### src/rtl/audio_pkg.sv
// Shared audio definitions for the I2S transmit path.
// Holds the sample and frame geometry, the stereo-pair record that flows
// through the FIFO, and the slot boundaries of the 64-slot I2S frame.
package audio_pkg;

  localparam int SAMPLE_W    = 24;
  localparam int FRAME_SLOTS = 64;
  localparam int SLOT_PER_CH = 32;
  localparam int SLOT_W      = $clog2(FRAME_SLOTS);

  typedef logic [SLOT_W-1:0] slot_t;

  typedef struct packed {
    logic [SAMPLE_W-1:0] left;
    logic [SAMPLE_W-1:0] right;
  } pair_t;

  // Word select goes high for the right half of the frame. Data bits start
  // one BCLK after each word-select edge (standard I2S delay), MSB first.
  localparam slot_t SLOT_RIGHT_WS = slot_t'(SLOT_PER_CH);
  localparam slot_t SLOT_L_FIRST  = slot_t'(1);
  localparam slot_t SLOT_L_LAST   = slot_t'(SAMPLE_W);
  localparam slot_t SLOT_R_FIRST  = slot_t'(SLOT_PER_CH + 1);
  localparam slot_t SLOT_R_LAST   = slot_t'(SLOT_PER_CH + SAMPLE_W);

  function automatic logic slot_in(input slot_t s, input slot_t first, input slot_t last);
    return (s >= first) && (s <= last);
  endfunction

endpackage

### src/rtl/audio_pair_fifo.sv
// Synchronous FIFO of stereo pairs (48 bits per entry), show-ahead read.
// Ports:
//   clk_i, rst_i    clock and synchronous active-high reset (empties FIFO)
//   push_i          write push_data_i; accepted if not full, or if a pop
//                   happens in the same cycle
//   push_data_i     pair to write
//   pop_i           drop the head entry (ignored when empty)
//   pop_data_o      current head entry (valid when empty_o = 0)
//   full_o, empty_o occupancy flags
module audio_pair_fifo
  import audio_pkg::*;
#(
  parameter int DEPTH = 4
) (
  input  logic  clk_i,
  input  logic  rst_i,
  input  logic  push_i,
  input  pair_t push_data_i,
  input  logic  pop_i,
  output pair_t pop_data_o,
  output logic  full_o,
  output logic  empty_o
);

  localparam int AW = $clog2(DEPTH);
  typedef logic [AW-1:0] ptr_t;
  typedef logic [AW:0]   cnt_t;
  localparam cnt_t FULL_CNT = cnt_t'(DEPTH);

  pair_t mem_q [DEPTH];
  ptr_t  wr_ptr_q, rd_ptr_q;
  cnt_t  count_q;
  logic  do_push, do_pop;

  assign empty_o    = (count_q == '0);
  assign full_o     = (count_q == FULL_CNT);
  assign do_pop     = pop_i & ~empty_o;
  // A pop in the same cycle frees the slot the push is about to use.
  assign do_push    = push_i & (~full_o | do_pop);
  assign pop_data_o = mem_q[rd_ptr_q];

  // NOTE: the storage array is not reset; count_q alone says which entries
  // are valid, so stale contents are never observed and no reset tree is spent.
  always_ff @(posedge clk_i) begin
    if (do_push) begin
      mem_q[wr_ptr_q] <= push_data_i;
    end
  end

  // NOTE: clocked state uses non-blocking (<=) so every register here samples
  // the pre-edge values, independent of statement order.
  always_ff @(posedge clk_i) begin
    if (rst_i) begin
      wr_ptr_q <= '0;
      rd_ptr_q <= '0;
      count_q  <= '0;
    end else begin
      if (do_push) wr_ptr_q <= wr_ptr_q + ptr_t'(1);
      if (do_pop)  rd_ptr_q <= rd_ptr_q + ptr_t'(1);
      case ({do_push, do_pop})
        2'b10:   count_q <= count_q + cnt_t'(1);
        2'b01:   count_q <= count_q - cnt_t'(1);
        default: count_q <= count_q;
      endcase
    end
  end

endmodule

### src/rtl/i2s_tx.sv
// I2S transmitter: pairs left/right samples, buffers pairs in a FIFO and
// serialises them as free-running 64-slot I2S frames (24-bit, MSB first,
// one-BCLK data delay).
// Ports:
//   clk_i, rst_i             system clock, synchronous active-high reset
//   data_l_i / valid_l_i     left sample and its one-cycle strobe
//   data_r_i / valid_r_i     right sample and its one-cycle strobe
//   i2s_bclk_o               bit clock, half-period BCLK_DIV clk_i cycles
//   i2s_lrclk_o              word select (0 = left)
//   i2s_sdata_o              serial data, changes with BCLK falling edges
//   underrun_o               pulse: frame started with FIFO empty
//   overrun_o                pulse: completed pair dropped, FIFO full
//   orphan_o                 pulse: right sample with no pending left
module i2s_tx
  import audio_pkg::*;
#(
  parameter int BCLK_DIV   = 8,
  parameter int FIFO_DEPTH = 4
) (
  input  logic                clk_i,
  input  logic                rst_i,
  input  logic [SAMPLE_W-1:0] data_l_i,
  input  logic [SAMPLE_W-1:0] data_r_i,
  input  logic                valid_l_i,
  input  logic                valid_r_i,
  output logic                i2s_bclk_o,
  output logic                i2s_lrclk_o,
  output logic                i2s_sdata_o,
  output logic                underrun_o,
  output logic                overrun_o,
  output logic                orphan_o
);

  localparam int DIV_W = $clog2(BCLK_DIV);
  typedef logic [DIV_W-1:0] div_t;
  localparam div_t DIV_LAST = div_t'(BCLK_DIV - 1);

  div_t                div_q, div_d;
  logic                bclk_q, bclk_d;
  slot_t               slot_q, slot_d;
  logic                lrclk_q, lrclk_d;
  logic                sdata_q, sdata_d;
  logic [SAMPLE_W-1:0] l_sr_q, l_sr_d;
  logic [SAMPLE_W-1:0] r_sr_q, r_sr_d;
  logic                pend_q, pend_d;
  logic [SAMPLE_W-1:0] pend_left_q, pend_left_d;
  logic                push_q, push_d;
  pair_t               push_data_q, push_data_d;
  logic                orphan_q, orphan_d;
  logic                overrun_q, overrun_d;
  logic                underrun_q, underrun_d;

  logic  div_tc, bclk_fall, frame_start;
  slot_t slot_next;
  logic  fifo_full, fifo_empty;
  pair_t fifo_head;

  // Timebase: the slot counter only moves on BCLK falling edges and wraps
  // 63 -> 0 naturally in its 6-bit width.
  assign div_tc      = (div_q == DIV_LAST);
  assign bclk_fall   = div_tc & bclk_q;
  assign slot_next   = slot_q + slot_t'(1);
  assign frame_start = bclk_fall & (slot_next == '0);

  audio_pair_fifo #(
    .DEPTH(FIFO_DEPTH)
  ) u_fifo (
    .clk_i      (clk_i),
    .rst_i      (rst_i),
    .push_i     (push_q),
    .push_data_i(push_data_q),
    .pop_i      (frame_start),
    .pop_data_o (fifo_head),
    .full_o     (fifo_full),
    .empty_o    (fifo_empty)
  );

  always_ff @(posedge clk_i) begin
    if (rst_i) begin
      div_q       <= '0;
      bclk_q      <= 1'b1;
      slot_q      <= '1;
      lrclk_q     <= 1'b1;
      sdata_q     <= 1'b0;
      l_sr_q      <= '0;
      r_sr_q      <= '0;
      pend_q      <= 1'b0;
      pend_left_q <= '0;
      push_q      <= 1'b0;
      push_data_q <= '0;
      orphan_q    <= 1'b0;
      overrun_q   <= 1'b0;
      underrun_q  <= 1'b0;
    end else begin
      div_q       <= div_d;
      bclk_q      <= bclk_d;
      slot_q      <= slot_d;
      lrclk_q     <= lrclk_d;
      sdata_q     <= sdata_d;
      l_sr_q      <= l_sr_d;
      r_sr_q      <= r_sr_d;
      pend_q      <= pend_d;
      pend_left_q <= pend_left_d;
      push_q      <= push_d;
      push_data_q <= push_data_d;
      orphan_q    <= orphan_d;
      overrun_q   <= overrun_d;
      underrun_q  <= underrun_d;
    end
  end

  always_comb begin : timebase_comb
    div_d  = div_tc ? '0 : div_q + div_t'(1);
    bclk_d = div_tc ? ~bclk_q : bclk_q;
    slot_d = bclk_fall ? slot_next : slot_q;
  end

  // NOTE: every signal driven here gets a default first, so no path leaves
  // it unassigned and no latch is inferred.
  always_comb begin : serial_comb
    lrclk_d    = lrclk_q;
    sdata_d    = sdata_q;
    l_sr_d     = l_sr_q;
    r_sr_d     = r_sr_q;
    underrun_d = 1'b0;
    if (bclk_fall) begin
      lrclk_d = (slot_next >= SLOT_RIGHT_WS);
      sdata_d = 1'b0;
      if (frame_start) begin
        // An empty FIFO still starts a frame; it just carries silence.
        if (fifo_empty) begin
          l_sr_d     = '0;
          r_sr_d     = '0;
          underrun_d = 1'b1;
        end else begin
          l_sr_d = fifo_head.left;
          r_sr_d = fifo_head.right;
        end
      end else if (slot_in(slot_next, SLOT_L_FIRST, SLOT_L_LAST)) begin
        sdata_d = l_sr_q[SAMPLE_W-1];
        l_sr_d  = {l_sr_q[SAMPLE_W-2:0], 1'b0};
      end else if (slot_in(slot_next, SLOT_R_FIRST, SLOT_R_LAST)) begin
        sdata_d = r_sr_q[SAMPLE_W-1];
        r_sr_d  = {r_sr_q[SAMPLE_W-2:0], 1'b0};
      end
    end
  end

  // Pairing: a lone left waits in the pending register; a right completes it.
  // Completed pairs are staged one cycle before entering the FIFO.
  always_comb begin : pairing_comb
    pend_d      = pend_q;
    pend_left_d = pend_left_q;
    push_d      = 1'b0;
    push_data_d = push_data_q;
    orphan_d    = 1'b0;
    if (valid_l_i && valid_r_i) begin
      push_d      = 1'b1;
      push_data_d = '{left: data_l_i, right: data_r_i};
      pend_d      = 1'b0;
    end else if (valid_r_i) begin
      if (pend_q) begin
        push_d      = 1'b1;
        push_data_d = '{left: pend_left_q, right: data_r_i};
        pend_d      = 1'b0;
      end else begin
        orphan_d = 1'b1;
      end
    end else if (valid_l_i) begin
      pend_d      = 1'b1;
      pend_left_d = data_l_i;
    end
    // A full FIFO still accepts when the frame-start pop frees an entry.
    overrun_d = push_q & fifo_full & ~frame_start;
  end

  assign i2s_bclk_o  = bclk_q;
  assign i2s_lrclk_o = lrclk_q;
  assign i2s_sdata_o = sdata_q;
  assign underrun_o  = underrun_q;
  assign overrun_o   = overrun_q;
  assign orphan_o    = orphan_q;

endmodule

### config.mk
export PLATFORM = sky130hd
export DESIGN_NAME = i2s_tx
export DESIGN_NICKNAME = d
export VERILOG_FILES = /design/src/rtl/audio_pkg.sv /design/src/rtl/audio_pair_fifo.sv /design/src/rtl/i2s_tx.sv
export SDC_FILE = /design/constraint.sdc
export NUM_CORES = 1
export LEC_CHECK = 0
export CORE_MARGIN = 2
export CORE_UTILIZATION = 52
export CTS_CLUSTER_DIAMETER = 200
export CTS_CLUSTER_SIZE = 20
export DETAILED_ROUTE_END_ITERATION = 16
export PLACE_DENSITY = 0.7
export SYNTH_ARGS = -nofsm -noshare
export SYNTH_HDL_FRONTEND = slang
export SYNTH_HIERARCHICAL = 1
export SYNTH_SLANG_ARGS = --single-unit
### constraint.sdc
create_clock -name clk_i -period 6.25 [get_ports clk_i]
set_clock_uncertainty 0.15 [all_clocks]
set_input_delay 0.9375 -clock clk_i [delete_from_list [all_inputs] [get_ports clk_i]]
set_output_delay 0.9375 -clock clk_i [all_outputs]
set_load 0.01 [all_outputs]
==> results of run 1 <==
layer usage:
layer,vias to the layer above,part of all wire [%]
li1,3869,-
met1,3856,46
met2,148,48
met3,26,3.8
met4,0,1.6
met5,-,0
worst register-to-register path, cell delays in order, from the launching register on:
cell,delay (ns)
dfxtp_1,0.34
ha_1,0.15
ha_1,0.23
nand2_1,0.19
nor2_1,0.34
nand2b_4,0.44
inv_1,0.49
o21a_4,0.22
and2_2,0.68
buf_4,0.47
cell families (layout without fill, tap and decap cells):
kind of cell	after synthesis	in the layout	synth area share, %
compound gates	171	171	7.47
xor+xnor	7	7	0.456
fa+ha+maj	9	9	0.893
buf+inv	111	142	3.71
flops	338	338	64.6
mux	75	75	10.1
simple gates	356	356	12.9
layout make-up:
class | count | area share (%)
tap | 330 | 2.79
multi-input combinational | 618 | 28.9
inverter | 34 | 0.864
timing repair buffer | 72 | 4.57
clock buffer | 36 | 4.01
sequential | 338 | 58.8
cell usage in the layout, fill, tap and decap left out, drive strengths merged:
master / n
edfxtp: 192
and2: 6
or2: 1
inv: 34
fa: 1
o211ai: 2
o22ai: 1
clkbuf: 36
nand3b: 3
ha: 8
mux4: 48
a21oi: 78
or3: 4
and3: 2
mux2i: 26
nand2: 133
o41ai: 1
nor4b: 1
nand3: 4
nor3: 4
a211o: 1
mux2: 1
a211oi: 26
nor2: 133
a31oi: 25
nor4: 23
dfxtp: 146
o21ai: 29
buf: 17
nor3b: 27
nand4: 1
clkdlybuf4s50: 55
o21bai: 5
nor2b: 5
o21a: 2
xor2: 3
or3b: 2
a221oi: 1
nand2b: 7
xnor2: 4
path summary, 6_finish.rpt:
kind / from / endpoint / slack, ns
max: div_q[0] / u_fifo/mem_q[2][9] / 2.20
min: div_q[0] / div_q[0] / 0.28
max reg2reg: div_q[0] / u_fifo/mem_q[2][9] / 2.20
min reg2reg: div_q[0] / div_q[0] / 0.28
stage by stage:
stage	setup slack, ns	instance area [um^2]	utilization, %	power (uW)
finish	2.20	14800	58.3	3930
global route	1.91	14800	58.3	4070
CTS	2.19	14800	58.3	3970
detailed placement	2.22	14200	56.0	2670
global placement	2.35	14200	56.0	2660
floorplan	3.25	13500	-	2590
flip-flops by register name, indices dropped and copies added (netlist names), 2 cells and up, named ones only:
register and count:
pend_left_q 24, u_fifo/wr_ptr_q 2, u_fifo/rd_ptr_q 2, div_q 3
u_fifo/count_q 3, slot_q 6, push_data_q 48, u_fifo/mem_q 192
l_sr_q 24, r_sr_q 24
cells in the mapped netlist (all sizes together), types with 2 or more instances:
library cell	instances
a31oi	25
o211ai	2
nand2b	7
nand2	133
nor2b	5
o21ai	29
or3b	2
nor3	4
buf	31
clkbuf	46
nor3b	27
a211oi	26
mux4	48
a21oi	78
o21bai	5
nor4	23
inv	34
nor2	133
dfxtp	146
nand3	4
mux2i	26
or3	4
xnor2	4
nand3b	3
o21a	2
and2	6
edfxtp	192
xor2	3
ha	8
and3	2
where the power goes:
| part | switching [uW] | internal, uW | total, uW |
|---|---|---|---|
| registers | 37.2 | 2390 | 2430 |
| logic | 105 | 82.0 | 187 |
| clock network | 667 | 645 | 1310 |
| total | 809 | 3120 | 3930 |
==> impl_metrics.env, run 1 <==
export IMPL_rows=58
export IMPL_grt_pass1_wl_um=39700
export IMPL_ys_flop_type="edfxtp_1"
export IMPL_grt_max_degree=82
export IMPL_cts_hold_buf=0
export IMPL_synth_top_area_share_pct=42.8
export IMPL_finalHoldViolations=0
export IMPL_vias=7899
export IMPL_routed_wl_um=24300
export IMPL_ys_ff_latch=338
export IMPL_required_ns=6.26
export IMPL_clockBufferDepth=3
export IMPL_syn_inst=1067
export IMPL_hold_depth=1
export IMPL_core_um2=25300
export IMPL_cts_root_buf="clkbuf_16"
export IMPL_final_layout_size_suffix_gt1_share_pct=11.6
export IMPL_tns_ns=0
export IMPL_yosysWarnings=6
export IMPL_start_util_pct=53.1
export IMPL_fmaxAchievable_mhz=247
export IMPL_grt_overflow=0
export IMPL_slew_headroom_pct=17.5
export IMPL_status="completed"
export IMPL_die_h_um=165
export IMPL_start_kind="flip-flop"
export IMPL_cts_setup_buffers=0
export IMPL_cp_depth=9
export IMPL_power_density_nw_per_um2=266
export IMPL_reg2regPathDepth=9
export IMPL_clk_insertion_delay_late_ns=0.51
export IMPL_ios=58
export IMPL_gp_congestion=0.743
export IMPL_yosysTopAreaCell="edfxtp_1"
export IMPL_worst_pin_slew_ns=1.23
export IMPL_max_cap_viol_count=0
export IMPL_ys_types=52
export IMPL_dp_hpwl_um=14300
export IMPL_finalCriticalPeriod_ns=4.05
export IMPL_synthArstFlopShare_pct=0
export IMPL_synth_area_leaders="edfxtp_1, dfxtp_1, mux4_2"
export IMPL_min_path_type="reg -> reg"
export IMPL_yosysSeqAreaShare_pct=64.6
export IMPL_crit_chain="ha_1 -> ha_1 -> nand2_1 -> nor2_1 -> nand2b_4 -> inv_1 -> o21a_4 -> and2_2 -> buf_4"
export IMPL_first_pass_iters=5
export IMPL_fin_cells=1428
export IMPL_antenna_found_initial=0
export IMPL_rsz0062_at_grt="no"
export IMPL_synth_edf_count=192
export IMPL_criticalPathCategory="reg -> reg"
export IMPL_crit_path_end_kind="flip-flop"
export IMPL_use_met2_pct=30.6
export IMPL_critPathMaxFanout=52
export IMPL_grtUsageMet1_pct=26.5
export IMPL_p_leak_uw=0.00501
export IMPL_whs_ns=0.281
export IMPL_slowest_stage="and2_2"
export IMPL_drtIter0Drc=519
export IMPL_synth_area_per_cell_um2=12.6
export IMPL_drc=0
export IMPL_path_clk_slew_ns=0.08
export IMPL_register_area_um2=8690
export IMPL_layout_nets=1145
export IMPL_finalMaxSlewViolations=0
export IMPL_area_growth_pct=9.81
export IMPL_dp_cells=1392
export IMPL_top_usage_layer="met2"
export IMPL_wl_per_cell_um=17.0
export IMPL_cp_arrival_ns=4.06
export IMPL_ctsHtreeMaxLevel=1
export IMPL_ctsResizeCount=0
export IMPL_grt_total_usage_pct=18.5
export IMPL_setup_viol=0
export IMPL_cts_buffers=20
export IMPL_slowest_delay_ns=0.68
export IMPL_cts_tree="built"
export IMPL_antennaDiodeCount=0
export IMPL_crit_family="simple AND/OR/NAND/NOR gates"
export IMPL_multi_input_area_um2=4280
export IMPL_die_area_um2=27200
export IMPL_crit_top_cell="ha_1"
export IMPL_grt_pass1_vias=7633
export IMPL_fin_crit_sh_pct=64.7
export IMPL_die_w_um=165
export IMPL_portBuffers=57
export IMPL_synth_area_um2=13500
export IMPL_viasPerCell=5.53
export IMPL_grt_use_met3_pct=1.91
export IMPL_ant_nets=0
export IMPL_max_vdd_ir_drop_v=0.000181
export IMPL_nFillCells=1993
export IMPL_critPathBufInv=2
export IMPL_clock_sinks=338
export IMPL_syn_num_nets=1128
Power figures use the tool's default switching activity.
==> run 2, diff against run 1 <==
PLACE_DENSITY = 0.73   (was 0.7)
clock period = 3.4 ns   (was 6.25 ns; I/O delays follow)
==> run 2 against run 1 <==
  * Register-to-register slack worse by 1.7 ns
  * Critical path type unchanged
  * First-iteration DRC count up 8.7%
  * Combinational power is 85% higher
  * Sequential power grew 84%
  * Critical endpoint is now u_fifo/count_q[2]
  * Hold slack lost 0.037 ns
  * Global-route usage down 0.064 points
  * Total power up 84%
==> impl_metrics.env, run 2 (synthesis gave the netlist of run 1 again) <==
export IMPL_p_total_uw=7230
export IMPL_cp_endpoint="u_fifo/count_q[2]"
export IMPL_cp_arrival_ns=3.14
export IMPL_fin_cells=1441
export IMPL_clock_sinks=338
export IMPL_status="completed"
export IMPL_required_ns=3.62
export IMPL_largest_reg_flops=192
export IMPL_start_util_pct=53.1
export IMPL_r2r_start="div_q[0]"
export IMPL_max_vdd_ir_drop_v=0.000298
export IMPL_r2r_setup_slack_ns=0.47
export IMPL_finalHoldViolations=0
export IMPL_gp_congestion=0.754
export IMPL_die_w_um=165
export IMPL_grt_overflow=0
export IMPL_vias=8024
export IMPL_setup_viol=0
export IMPL_top_register="u_fifo/mem_q"
export IMPL_antennaDiodeCount=0
export IMPL_register_area_um2=8690
export IMPL_cts_root_buf="clkbuf_16"
export IMPL_criticalPathCategory="reg -> reg"
export IMPL_finalCriticalPeriod_ns=2.93
export IMPL_power_frac_seq_pct=61.9
export IMPL_dp_cells=1405
export IMPL_p_leak_uw=0.00508
export IMPL_final_layout_size_suffix_gt1_share_pct=12.7
export IMPL_ios=58
export IMPL_grt_pass1_vias=7622
export IMPL_reg2reg_to="u_fifo/count_q[2]"
export IMPL_antenna_found_initial=0
export IMPL_max_cap_viol_count=0
export IMPL_p_sw_uw=1490
export IMPL_tns_ns=0
export IMPL_dp_slack_ns=0.437
export IMPL_die_area_um2=27200
export IMPL_ctsHtreeMaxLevel=1
export IMPL_power_internal_uw=5740
export IMPL_layout_nets=1158
export IMPL_worst_pin_slew_ns=0.956
export IMPL_path_clk_slew_ns=0.08
export IMPL_reg2regPathDepth=13
export IMPL_area_growth_pct=10.8
export IMPL_startpoint="div_q[0]"
export IMPL_p_comb_share_pct=4.8
export IMPL_routed_wl_um=24500
export IMPL_fmaxAchievable_mhz=342
export IMPL_die_h_um=165
export IMPL_drt_met1_wl_um=11400
export IMPL_critPathMaxFanout=11
export IMPL_drc=0
export IMPL_ant_nets=0
export IMPL_grt_max_degree=64
export IMPL_power_frac_clock_pct=33.4
export IMPL_grt_pass1_wl_um=39900
export IMPL_finalMaxSlewViolations=0
export IMPL_rows=58
export IMPL_reg_top3="u_fifo/mem_q x192, push_data_q x48"
export IMPL_fin_crit_sh_pct=86.1
export IMPL_cts_tree="built"
export IMPL_crit_path_end_kind="flip-flop"
export IMPL_rsz0062_at_grt="no"
export IMPL_cts_buffers=20
export IMPL_postLayoutCoreUtil_pct=58.9
export IMPL_start_kind="flip-flop"
export IMPL_layout_setup_ws_ns=0.473
export IMPL_core_um2=25300
export IMPL_dp_hpwl_um=15500
export IMPL_viasPerCell=5.57
export IMPL_multi_input_area_um2=4280
export IMPL_slew_headroom_pct=36.3
export IMPL_portBuffers=57
export IMPL_drtIter0Drc=564
export IMPL_nFillCells=1946
export IMPL_min_path_type="in -> reg"
export IMPL_wl_met3_um=1080
export IMPL_power_share_switching_pct=20.6
export IMPL_wl_met2_um=11600
export IMPL_wl_per_cell_um=17.0
export IMPL_final_cell_mix="edfxtp_1, dfxtp_1, nand2_1, nor2_1, a21oi_1"
export IMPL_clk_insertion_delay_late_ns=0.51
export IMPL_power_density_nw_per_um2=485
export IMPL_first_pass_iters=5
export IMPL_route_top_layer_used="met4"
export IMPL_clockBufferDepth=3
export IMPL_final_common_cell="edfxtp_1"
export IMPL_grt_total_usage_pct=18.4
export IMPL_cts_setup_buffers=0
[run 2: cell type report]
type,instances,area share (%)
inverter,34,0.856
clock buffer,36,3.97
tap,330,2.77
multi-input combinational,618,28.7
timing repair buffer,85,5.44
sequential,338,58.3
[run 2: timing repair]
item                       4_1_cts  5_1_grt
hold endpoints to repair         0        0
gates resized for setup          0        1
setup endpoints to repair        0        1
hold buffers                     0        0
[run 2: power by group through the flow]
stage          Combinational [uW]  Clock, uW  Sequential [uW]
3_3_place_gp                  339          0             4560
6_report                      346       2410             4470
4_1_cts                       348       2490             4480
2_1_floorplan                 224          0             4540
5_1_grt                       385       2610             4490
3_5_place_dp                  345          0             4570
[run 2: worst min path at each step]
| stage | startpoint | end | slack [ns] | cells past startpoint |
|---|---|---|---|---|
| after CTS | valid_r_i | push_data_q[37] | 0.22 | 3 |
| after global placement | div_q[0] | div_q[0] | 0.26 | 1 |
| after floorplan | div_q[0] | div_q[0] | 0.25 | 1 |
| final | valid_r_i | push_data_q[39] | 0.24 | 3 |
| after global routing | valid_r_i | push_data_q[37] | 0.25 | 3 |
| after detailed placement | div_q[0] | div_q[0] | 0.28 | 1 |
[run 2: critical path, stage by stage (launching register included)]
cell	delay, ns
dfxtp_1	0.34
ha_1	0.15
ha_1	0.24
nand2_1	0.18
nor2_2	0.25
nand2b_4	0.07
inv_1	0.26
nor2b_1	0.26
nand2_1	0.10
fa_1	0.39
nor2b_1	0.16
nand2b_1	0.08
nand3_1	0.08
a31oi_1	0.07
[run 2: routing by layer]
layer	vias to the layer above	global-route usage, %
li1	3897	-
met1	3920	27.1
met2	176	30.1
met3	31	1.88
met4	0	3.75
met5	-	0
[run 2: through the flow]
step	area, um^2	hold slack, ns
4_1_cts	14900	0.221
6_report	14900	0.244
2_1_floorplan	13500	0.254
5_1_grt	14900	0.253
3_3_place_gp	14300	0.261
3_5_place_dp	14300	0.279
